## src/rtl/ser_link_scheduler.sv

```systemverilog
// Round-robin scheduler sharing one serial link between NREQ requesters; frames advance one bit per clkPB step.
// Optional macro FRAME_PARITY_EN inserts an even-parity bit over PORT/LEN/DATA before the gap.
module ser_link_scheduler #(
    parameter int unsigned NREQ      = 4,
    parameter int unsigned DATA_W    = 16,
    parameter int unsigned GAP_STEPS = 1
) (
    input  logic                     clk,
    input  logic                     rst,
    input  logic                     clkPB,
    input  logic [NREQ-1:0]          req,
    input  logic [2*NREQ-1:0]        port_in,
    input  logic [4*NREQ-1:0]        len_in,
    input  logic [DATA_W*NREQ-1:0]   data_in,
    output logic [NREQ-1:0]          gnt,
    output logic [NREQ-1:0]          done,
    output logic                     serOut,
    output logic                     busy
);

    localparam int unsigned PW  = $clog2(NREQ);
    localparam int unsigned DIW = $clog2(DATA_W);
    localparam logic [3:0]  GAP_LAST = 4'(GAP_STEPS - 1);

    typedef enum logic [2:0] {
        S_IDLE,
        S_START,
        S_PORT,
        S_LEN,
        S_DATA,
`ifdef FRAME_PARITY_EN
        S_PAR,
`endif
        S_GAP
    } state_t;

    state_t                r_state;
    state_t                w_state_nxt;
    logic                  r_sync1, r_sync2, r_sync_d;
    logic                  w_step;
    logic [PW-1:0]         r_ptr;
    logic [PW-1:0]         w_gidx;
    logic                  w_found;
    logic [1:0]            w_port_arr [NREQ];
    logic [3:0]            w_len_arr  [NREQ];
    logic [DATA_W-1:0]     w_data_arr [NREQ];
    logic [1:0]            r_port;
    logic [3:0]            r_len;
    logic [DATA_W-1:0]     r_data;
    logic [3:0]            r_bit_idx;
    logic [3:0]            w_idx_nxt;
    logic [3:0]            w_len_m1;
    logic                  r_ser, w_ser_nxt;
    logic [NREQ-1:0]       r_gnt, w_gnt_nxt;
    logic [NREQ-1:0]       r_done, w_done_nxt;
    logic                  r_busy;
    logic                  w_latch;
    logic                  w_tail_bit;

`ifdef FRAME_PARITY_EN
    localparam state_t S_TAIL = S_PAR;
    logic [DATA_W-1:0]     w_mask;
    assign w_mask     = ~({DATA_W{1'b1}} << r_len);
    assign w_tail_bit = ^r_port ^ ^r_len ^ ^(r_data & w_mask);
`else
    localparam state_t S_TAIL = S_GAP;
    assign w_tail_bit = 1'b1;
`endif

    assign w_len_m1 = 4'(r_len - 4'd1);

    // clkPB synchronizer and rising-edge step pulse
    always_ff @(posedge clk or negedge rst) begin
        if (!rst) begin
            r_sync1  <= 1'b0;
            r_sync2  <= 1'b0;
            r_sync_d <= 1'b0;
        end else begin
            r_sync1  <= clkPB;
            r_sync2  <= r_sync1;
            r_sync_d <= r_sync2;
        end
    end

    assign w_step = r_sync2 & ~r_sync_d;

    always_comb begin
        for (int i = 0; i < int'(NREQ); i++) begin
            w_port_arr[i] = port_in[2*i +: 2];
            w_len_arr[i]  = len_in[4*i +: 4];
            w_data_arr[i] = data_in[DATA_W*i +: DATA_W];
        end
    end

    // First pending requester after the pointer, wrapping
    always_comb begin
        logic [PW-1:0] w_cand;
        w_found = 1'b0;
        w_gidx  = '0;
        w_cand  = '0;
        for (int unsigned i = 1; i <= NREQ; i++) begin
            w_cand = PW'((32'(r_ptr) + i) % NREQ);
            if (!w_found && req[w_cand]) begin
                w_found = 1'b1;
                w_gidx  = w_cand;
            end
        end
    end

    always_ff @(posedge clk or negedge rst) begin
        if (!rst) r_state <= S_IDLE;
        else      r_state <= w_state_nxt;
    end

    always_comb begin
        w_state_nxt = r_state;
        case (r_state)
            S_IDLE:  if (w_found) w_state_nxt = S_START;
            S_START: if (w_step) w_state_nxt = S_PORT;
            S_PORT:  if (w_step && r_bit_idx == 4'd1) w_state_nxt = S_LEN;
            S_LEN:   if (w_step && r_bit_idx == 4'd3)
                         w_state_nxt = (r_len == 4'd0) ? S_TAIL : S_DATA;
            S_DATA:  if (w_step && r_bit_idx == w_len_m1) w_state_nxt = S_TAIL;
`ifdef FRAME_PARITY_EN
            S_PAR:   if (w_step) w_state_nxt = S_GAP;
`endif
            S_GAP:   if (w_step && r_bit_idx == GAP_LAST) w_state_nxt = S_IDLE;
            default: w_state_nxt = S_IDLE;
        endcase
    end

    // Each step that enters a state emits that state's first bit
    always_comb begin
        w_ser_nxt  = r_ser;
        w_idx_nxt  = r_bit_idx;
        w_gnt_nxt  = r_gnt;
        w_done_nxt = '0;
        w_latch    = 1'b0;
        case (r_state)
            S_IDLE: begin
                if (w_found) begin
                    w_latch   = 1'b1;
                    w_gnt_nxt = NREQ'(1) << w_gidx;
                    w_ser_nxt = 1'b0;
                    w_idx_nxt = 4'd0;
                end
            end
            S_START: begin
                if (w_step) begin
                    w_ser_nxt = r_port[1];
                    w_idx_nxt = 4'd0;
                end
            end
            S_PORT: begin
                if (w_step) begin
                    if (r_bit_idx == 4'd1) begin
                        w_ser_nxt = r_len[3];
                        w_idx_nxt = 4'd0;
                    end else begin
                        w_ser_nxt = r_port[0];
                        w_idx_nxt = 4'd1;
                    end
                end
            end
            S_LEN: begin
                if (w_step) begin
                    if (r_bit_idx == 4'd3) begin
                        w_idx_nxt = 4'd0;
                        w_ser_nxt = (r_len == 4'd0) ? w_tail_bit : r_data[DIW'(w_len_m1)];
                    end else begin
                        w_idx_nxt = 4'(r_bit_idx + 4'd1);
                        w_ser_nxt = r_len[2'(4'd2 - r_bit_idx)];
                    end
                end
            end
            S_DATA: begin
                if (w_step) begin
                    if (r_bit_idx == w_len_m1) begin
                        w_idx_nxt = 4'd0;
                        w_ser_nxt = w_tail_bit;
                    end else begin
                        w_idx_nxt = 4'(r_bit_idx + 4'd1);
                        w_ser_nxt = r_data[DIW'(4'(r_len - 4'd2 - r_bit_idx))];
                    end
                end
            end
`ifdef FRAME_PARITY_EN
            S_PAR: begin
                if (w_step) begin
                    w_idx_nxt = 4'd0;
                    w_ser_nxt = 1'b1;
                end
            end
`endif
            S_GAP: begin
                if (w_step) begin
                    w_ser_nxt = 1'b1;
                    if (r_bit_idx == GAP_LAST) begin
                        w_idx_nxt  = 4'd0;
                        w_gnt_nxt  = '0;
                        w_done_nxt = r_gnt;
                    end else begin
                        w_idx_nxt = 4'(r_bit_idx + 4'd1);
                    end
                end
            end
            default: begin
                w_ser_nxt = 1'b1;
                w_gnt_nxt = '0;
            end
        endcase
    end

    always_ff @(posedge clk or negedge rst) begin
        if (!rst) begin
            r_ser     <= 1'b1;
            r_gnt     <= '0;
            r_done    <= '0;
            r_busy    <= 1'b0;
            r_bit_idx <= 4'd0;
            r_ptr     <= PW'(NREQ - 1);
            r_port    <= 2'd0;
            r_len     <= 4'd0;
            r_data    <= '0;
        end else begin
            r_ser     <= w_ser_nxt;
            r_gnt     <= w_gnt_nxt;
            r_done    <= w_done_nxt;
            r_busy    <= (w_state_nxt != S_IDLE);
            r_bit_idx <= w_idx_nxt;
            if (w_latch) begin
                r_ptr  <= w_gidx;
                r_port <= w_port_arr[w_gidx];
                r_len  <= w_len_arr[w_gidx];
                r_data <= w_data_arr[w_gidx];
            end
        end
    end

    assign serOut = r_ser;
    assign gnt    = r_gnt;
    assign done   = r_done;
    assign busy   = r_busy;

endmodule

```

## config.mk

```make
export PLATFORM = sky130hd
export DESIGN_NAME = ser_link_scheduler
export DESIGN_NICKNAME = d
export VERILOG_FILES = /design/src/rtl/ser_link_scheduler.sv
export SDC_FILE = /design/constraint.sdc
export NUM_CORES = 1
export LEC_CHECK = 0
export CAP_MARGIN = 20
export CORE_MARGIN = 8
export CORE_UTILIZATION = 43
export DETAILED_ROUTE_END_ITERATION = 8
export GPL_ROUTABILITY_DRIVEN = 0
export GPL_TIMING_DRIVEN = 0
export PLACE_DENSITY_LB_ADDON = 0.12
export SETUP_SLACK_MARGIN = 0.3
export SYNTH_ARGS = -nofsm -noshare
export SYNTH_HDL_FRONTEND = slang
export SYNTH_SLANG_ARGS = --single-unit
```

## constraint.sdc

```tcl
create_clock -name clk -period 2.3 [get_ports clk]
set_clock_uncertainty 0.2 [all_clocks]
set_input_delay 0.345 -clock clk [delete_from_list [all_inputs] [get_ports clk]]
set_output_delay 0.345 -clock clk [all_outputs]
set_load 0.05 [all_outputs]
```

==> impl_results.md <==
- Antenna diodes: 0
- First-pass GRT wire length: 15700 um
- Worst-path clk slew: 0.08 ns
- Post-synthesis adder-cell area fraction: 0.0403
- YS warnings: 0
- Num Clock Sinks: 44
- IO Pins: 105
- Area Growth Syn to Fin: 57.4%
- Final Hold Fails: 0
- Crit-path max cell delay: 0.50 ns
- Rel. slew slack: 0.655
- Number of distinct library cells after synthesis: 58
- Max-cap violations: 0
- Cells after Synth: 303
- TritonCTS clock tree: built
- Total power: 6330 uW
- Synth Register Bits: 44
- Vias in the first global route: 3084
- Slew @ Worst Pin: 0.516 ns
- Critical path type: flop to flop
- Port-buffer cells: 104
- Fmax: 0.398 GHz
- Post-synthesis compound-gate area fraction: 0.115
- Unrepaired setup endpoints after global routing: yes
- Most frequent CP cell: ha_4
- Leak: 0.00230 uW
- Sequential area share after synthesis: 0.336
- Worst setup margin: -0.210 ns
- Synth Area in XOR/XNOR: 0.0186
- Gr usage total: 0.189
- GR Overflow Total: 0
- Dpl hpwl: 7160 um
- Post-synthesis simple-gate area fraction: 0.0966
- Share of layout cells above drive strength 1: 0.272
- Non-filler instance count after layout: 540
- Reg2reg path depth: 10
- DRT iter0 DRCs: 171
- Worst reg2reg path endpoint: serOut
- Core Region: 7570 um2
- Drt first pass iters: 4
- Post-synthesis mux area share: 0.345
- Pwr/cell area: 1220 nW/um2
- Placed cells: 510
- Detail Route Antenna Nets: 0
- Outcome: complete, but fails checks
- Vias/cell: 5.45
- Final period util: 1.09
- Violated checks: setup timing
- Slew Limit Fails: 0
- Async SR Flop Fraction: 1.00
- R2R Path Start: r_len[0]
- Worst-path maximum fanout: 6
- Syn Nets: 408
- Largest net degree at the start of global routing: 30
- R2R setup slack: -0.21 ns
- Endpoints failing setup: 4
- Die Ht: 103 um
- Starting Density: 0.435
- CP cell instances: buf_6 -> inv_4 -> ha_4 -> inv_1 -> ha_4 -> fa_2 -> and3_4 -> a2111oi_4 -> o21ai_1 -> a41oi_2
- Predominant post-synthesis flop cell: dfrtp_1
- H-tree levels: 2
- Initial antenna violation count: 0
- Vias: 2942
- Worst VDD drop: 0.559 mV
- Min-Delay Path Class: flop to flop
- Final Util: 0.684
- Worst EP required: 2.33 ns
- Horiz. Die Dim: 103 um
- Die area: 10700 um2
- Tmin final: 2.51 ns
- Nets@finish: 542
- Post-synth EDFFs: 0
- Max Root-Sink Buffers: 2
- Crit path capture: serOut
- Mapped Area: 3290 um2
- Slowest-stage cell, CP: fa_2
- CTS Root Cell: clkbuf_8
- Critical Path AT: 2.54 ns
- Rows: 32
- DRC: 0
- CTS Buf Count: 5
- Skew-Pair Late Insertion Delay: 0.30 ns
- Setup crit end kind: flop
- Crit start category: flop
- Crit path from: r_len[0]
- Syn avg cell area: 10.9 um2
- WL/cell: 18.3 um
- Largest family of logic cells by synthesized area: multiplexers
- Routed wire length: 9880 um
routing by layer:
layer	wire length [um]	track usage	up-vias
met1	4060	0.236	1448
met2	5140	0.324	82
met4	68	0.0378	0
li1	-	-	1407
met3	614	0.0422	5
met5	0	0	-
cell type report:
class / count / area, um2
buffer: 17 / 170
clock buffer: 8 / 90.1
fill: 565 / 2390
inverter: 14 / 55.1
multi-input combinational: 228 / 2340
sequential: 44 / 1110
tap: 102 / 128
timing repair buffer: 127 / 1280
worst min-delay path by stage:
stage,from,end,slack [ns],depth (start not counted)
CTS,r_sync1,r_sync2,0.18,0
global placement,r_sync1,r_sync2,0.15,0
global route,r_sync1,r_sync2,0.20,0
finish,r_sync1,r_sync2,0.17,0
floorplan,rst,busy,-0.15,0
detailed placement,rst,done[2],0.09,1
sequential cells by signal, indices dropped and copies added (netlist names):
name       flops
r_sync1        1
gnt            4
busy           1
r_port         2
r_sync_d       1
serOut         1
r_state        3
r_len          4
r_sync2        1
done           4
r_bit_idx      4
r_data        16
r_ptr          2
power by group:
part / total [uW] / switching (uW) / internal (uW)
logic: 4420 / 2060 / 2370
registers: 1400 / 296 / 1100
clock network: 513 / 268 / 245
total: 6330 / 2620 / 3710
synthesized netlist by cell type, types with 2 or more instances:
library cell   n  area, um2
clkbuf_1       7       26.3
nor3_1         2       10.0
o211ai_1       3       22.5
o21ai_0        4       20.0
a32o_1         2       20.0
nand2b_1       5       31.3
buf_4          2       15.0
a31oi_1        2       12.5
dfrtp_1       41       1030
nor2b_1        4       25.0
nor3b_1        2       15.0
a2111oi_0      4       35.0
o21a_1         2       15.0
xor2_1         2       17.5
and2_1         7       43.8
buf_6          4       45.0
a311o_1        2       20.0
buf_2          4       20.0
ha_1           9        113
mux4_2         6        135
inv_1         14       52.6
a21o_1         2       15.0
a22o_1         2       17.5
a21oi_1        7       35.0
nand3_1        5       25.0
mux2i_1       73        731
xnor2_1        5       43.8
mux2_2        24        270
nand4_1        2       12.5
and3b_1        2       17.5
nor2_1         9       33.8
nand2_1       13       48.8
dfstp_2        3       78.8
and3_1         4       25.0
kinds of logic after synthesis:
logic type / Yosys count
buffers and inverters: 31
AOI/OAI and AO/OA: 49
DFF: 44
and+or+nand+nor: 59
adders and majority gates: 10
xor gates and xnor gates: 7
muxes: 103
metrics by stage:
step           hold WS, ns  cell area, um2  setup TNS, ns  worst slack, ns
6_report             0.169            5180         -0.234           -0.210
3_3_place_gp         0.145            4480         -32.79           -0.554
4_1_cts              0.180            4990         -0.186           -0.186
3_5_place_dp        0.0912            4500         -13.06           -0.543
2_1_floorplan       -0.151            3320         -0.134           -0.134
5_1_grt              0.201            5180         -0.912           -0.284
cells in the final DEF (no fill, tap or decap), drive strengths merged, types with 3 or more instances in the layout:
master         synthesis  final
dfstp                  3      3
nand2b                 5      5
inv                   14     14
dfrtp                 41     41
mux2i                 73     73
o21ai                  6      6
clkdlybuf4s50          0     92
xnor2                  5      5
o211ai                 3      3
a2111oi                5      5
nor2                   9      9
mux2                  24     24
and3                   4      4
ha                     9      9
nor2b                  4      4
nand3                  5      5
mux4                   6      6
dlygate4sd2            0      9
a21oi                  7      7
and2                   7      7
clkbuf                 7     15
buf                   10     33
nand2                 13     13
worst max-delay path: cells and delay by family, from the launching register on:
| family | cells | cell delay [ns] |
|---|---|---|
| simple gates | 1 | 0.21 |
| buf+inv | 3 | 0.25 |
| fa+ha+maj | 3 | 0.78 |
| flops | 1 | 0.39 |
| compound gates | 3 | 0.60 |
what timing repair did:
action	CTS	global route
pin swaps	5	11
gates resized for setup	74	33
setup buffers	12	6
hold buffers	1	0
endpoints found under the hold margin	15	0
setup endpoints to repair	41	36
gates cloned	3	0
(Power assumes the default switching activity.)
==> patch 1: new RTL, config.mk and constraints unchanged <==
Compare `r_bit_idx` against `4'd3` with >= in place of ==.
--- a/src/rtl/ser_link_scheduler.sv
+++ b/src/rtl/ser_link_scheduler.sv
@@ -118,7 +118,7 @@
             S_IDLE:  if (w_found) w_state_nxt = S_START;
             S_START: if (w_step) w_state_nxt = S_PORT;
             S_PORT:  if (w_step && r_bit_idx == 4'd1) w_state_nxt = S_LEN;
-            S_LEN:   if (w_step && r_bit_idx == 4'd3)
+            S_LEN:   if (w_step && r_bit_idx >= 4'd3)
                          w_state_nxt = (r_len == 4'd0) ? S_TAIL : S_DATA;
             S_DATA:  if (w_step && r_bit_idx == w_len_m1) w_state_nxt = S_TAIL;
 `ifdef FRAME_PARITY_EN
Check against the original RTL: same outputs for any inputs over 4 cycles, from zero or initial values and one cycle with rst low; that may be too few to reach the edited logic, so the function may still have changed.
==> patch 1 against the original RTL <==
The flow still finishes with violations (setup timing). Area after synthesis grew 0.84%. Power fell by 0.85%. Sequential cell count stayed put. Global-route usage is 1.3 points lower. Count of clock-buffer cells in the layout down 2. Die area is 0.71% higher. Cell area fell by 0.19%. First-iteration DRC count decreased by 42%. Worst setup slack lost 0.36 ns. Sequential share of layout area hardly changed. Via count decreased by 0.75%. Wire length fell by 3.9%.
==> patch 1: results (changes against the original RTL) <==
status=finished with violations; failing checks=setup timing; first-pass GRT wire length=15.7 mm (about the same); final worst slack=-0.569 ns (-0.358 ns); sequential share of the synthesized area=0.333 (-0.00279); fin nets=545 (+0.55%); largest net degree at the start of global routing=41 (+37%); Storage cell area=0.00111 mm2 (-0.23%); main area contributors after synthesis=dfrtp_1, mux2i_1, mux2_2; launching point of the worst reg2reg path=r_bit_idx[1]; WL/cell=17.5 um (-4.4%); Final setup viols=1 (-3); r2r worst-path depth=10 (unchanged); DR iter-0 viols=100 (-42%); Max IR drop VDD=0.000534 V (-4.5%); Final TNS setup=-0.569 ns (-0.334 ns); worst slack at placement=-0.700 ns (-0.157 ns); routed vias=2920 (-0.75%); Vias/cell=5.38 (-1.3%); maximum root-to-sink buffer count=2 (unchanged); Global Route Usage Sum=0.176 (-0.0126); Rel. slew slack=0.651 (-0.00428); Hold Slack=0.155 ns (-0.0145 ns); share of layout cells above drive strength 1=0.236 (-0.0359); initial antenna violation count=0 (unchanged); slowest stage delay, CP=0.59 ns (+0.09 ns); number of I/O port buffers=104 (unchanged); Mapped Cells=309 (+2.0%); Leakage Power=2.36 nW (+2.9%); hpwl dp=7.07 mm (-1.3%); DP Cell Count=516 (+1.2%); commonest cells in the netlist=mux2i_1, dfrtp_1, mux2_2, inv_1, nand2_1; number of global-route vias before repair=3223 (+4.5%); Syn Nets=414 (+1.5%); Crit path arrival time=2.90 ns (+0.36 ns); number of fillers in the final layout=587 (+3.9%); placed cell areas=0.00454 mm2 (+0.97%); critical-path maximum fanout=4 (-2)
[patch 1: worst max path at each step]
| stage | slack, ns | to |
|---|---|---|
| 2_1_floorplan | -0.40 | serOut |
| 3_3_place_gp | -0.67 | serOut |
| 3_5_place_dp | -0.70 | serOut |
| 4_1_cts | -0.53 | serOut |
| 5_1_grt | -0.65 | serOut |
| 6_report | -0.57 | serOut |
[patch 1: metal layers]
layer  track usage  share of wire  vias up
met5             0              0        -
li1              -              -     1399
met1         0.197           0.41     1431
met4        0.0569          0.014        0
met2         0.317           0.53       77
met3        0.0452          0.046       13
[patch 1: cell families after synthesis]
family | after synthesis | synth area share
buffers and inverters | 38 | 0.0596
xor gates and xnor gates | 7 | 0.0185
adders and majority gates | 10 | 0.0400
and+or+nand+nor | 57 | 0.0917
muxes | 101 | 0.348
DFF | 44 | 0.333
AOI/OAI and AO/OA | 52 | 0.109
[patch 1: worst reg2reg max path, cell delays in order, from the launching register on]
cell and delay, ns:
dfrtp_2 0.43, ha_1 0.27, inv_1 0.04, ha_2 0.16, fa_2 0.59, mux4_2 0.32, mux2i_1 0.14, nor3_1 0.06
a31oi_1 0.21, nand3_1 0.14, o31a_1 0.25
[patch 1: area by class of cell]
type	count	area share
Buffer	18	0.0421
Clock buffer	6	0.0160
Clock inverter	2	0.00194
Inverter	20	0.0160
Multi-Input combinational cell	227	0.438
Sequential cell	44	0.214
Tap cell	102	0.0247
Timing Repair Buffer	124	0.247
[patch 1: timing repair]
action / in CTS / in global routing
hold buffers: 1 / 0
cloned: 2 / 0
buffers inserted: 13 / 3
endpoints found under the hold margin: 42 / 0
gates resized for setup: 73 / 31
pin swaps: 6 / 2
setup endpoints to repair: 41 / 39
[patch 1: power breakdown]
part           switching, mW  internal (mW)
clock                  0.266          0.240
sequential             0.274           1.10
combinational           1.97           2.43
==> patch 2: new RTL, config.mk and constraints unchanged <==
Without the edit above. Add a define of `FRAME_PARITY_EN`.
--- a/src/rtl/ser_link_scheduler.sv
+++ b/src/rtl/ser_link_scheduler.sv
@@ -1,5 +1,7 @@
 // Round-robin scheduler sharing one serial link between NREQ requesters; frames advance one bit per clkPB step.
 // Optional macro FRAME_PARITY_EN inserts an even-parity bit over PORT/LEN/DATA before the gap.
+`define FRAME_PARITY_EN
+
 module ser_link_scheduler #(
     parameter int unsigned NREQ      = 4,
     parameter int unsigned DATA_W    = 16,
Function: no difference found for any inputs over 4 cycles, from zero or initial values and one cycle with rst low; that may be too few to reach the edited logic, so the function may still have changed.
==> patch 2 against the original RTL <==
The run still ends with setup timing left. Area after synthesis increased by 6.7%. Count of clock-buffer cells in the layout decreased by 3. Cell area increased by 19%. Power increased by 27%. Worst setup slack got worse by 0.95 ns. Fmax decreased by 28%. Sequential cell count unchanged. Via count increased by 43%. Wire length increased by 48%. Critical path type unchanged. Largest power group unchanged.
==> patch 2: results (changes against the original RTL) <==
status=finished with violations; failing checks=setup timing; switching share of total power=0.459 (+0.0452); share of layout cells above drive strength 1=0.380 (+0.108); Crit path arrival time=3.50 ns (+0.96 ns); Slew @ Worst Pin=0.553 ns (+0.0373 ns); final worst slack=-1.16 ns (-0.955 ns); Inverters=17 (+3); multi-input logic area=0.00296 mm2 (+27%); multi-input gates=375 (+64%); clk tree area frac=0.0187 (+0.00128); number of global-route vias before repair=4138 (+34%); sequential share of the synthesized area=0.315 (-0.0212); Clk pwr share=0.078 (-0.003); Max IR drop VDD=0.000732 V (+31%); Comb pwr share=0.742 (+0.044); fin util=0.765 (+0.0810); fin nets=720 (+33%); hpwl dp=8.89 mm (+24%); Vias/cell=5.86 (+7.5%); final wirelength=14.6 mm (+48%); FF+latch count=44 (unchanged); r2r worst-path depth=11 (+1); Cell variety after synth=49 (-16%); placed cell areas=0.00477 mm2 (+6.1%); Final setup viols=7 (+3)
==> patch 2: cell types whose count changed after synthesis, sizes merged, moves of 8 or more <==
cell    change
clkbuf     +17
nand2     +139
xnor2      +12
nor2        +8
mux2i      -72
nand3      +23
o21ai      +54
mux2       -24
==> patch 2: per-layer routing <==
metal	vias to the layer above	global-route usage	routed length, um
li1	1888	-	-
met1	2024	0.257	5430
met2	255	0.373	7360
met3	37	0.0678	1440
met4	0	0.0663	338
met5	-	0	0
==> patch 2: through the flow <==
| stage | setup TNS (ns) | instances | worst slack (ns) | power (mW) | hold WS, ns |
|---|---|---|---|---|---|
| 3_5_place_dp | -13.46 | 675 | -1.14 | 5.74 | 0.0162 |
| 2_1_floorplan | -1.48 | 465 | -0.917 | 4.66 | -0.151 |
| 6_report | -2.62 | 718 | -1.16 | 8.04 | 0.164 |
| 3_3_place_gp | -27.12 | 674 | -1.13 | 5.63 | 0.132 |
| 5_1_grt | -3.24 | 718 | -1.25 | 8.54 | 0.170 |
| 4_1_cts | -2.99 | 703 | -1.11 | 7.08 | 0.169 |
==> patch 2: critical path: stages (launching register included) <==
cell and delay, ns:
dfrtp_1 0.38, buf_6 0.15, buf_8 0.14, inv_8 0.05, ha_4 0.25, inv_2 0.04
fa_2 0.66, mux4_2 0.51, mux4_2 0.50, nand4_1 0.11, nand4_1 0.09, o32a_1 0.31
==> patch 2: kinds of logic (layout without fill, tap and decap cells) <==
kind of cell,after synthesis,after routing,synth area share
and+or+nand+nor,229,229,0.284
AOI/OAI and AO/OA,98,99,0.165
buffers and inverters,47,194,0.0567
DFF,44,44,0.315
xor gates and xnor gates,22,22,0.0570
adders and majority gates,13,13,0.0485
muxes,12,12,0.0734
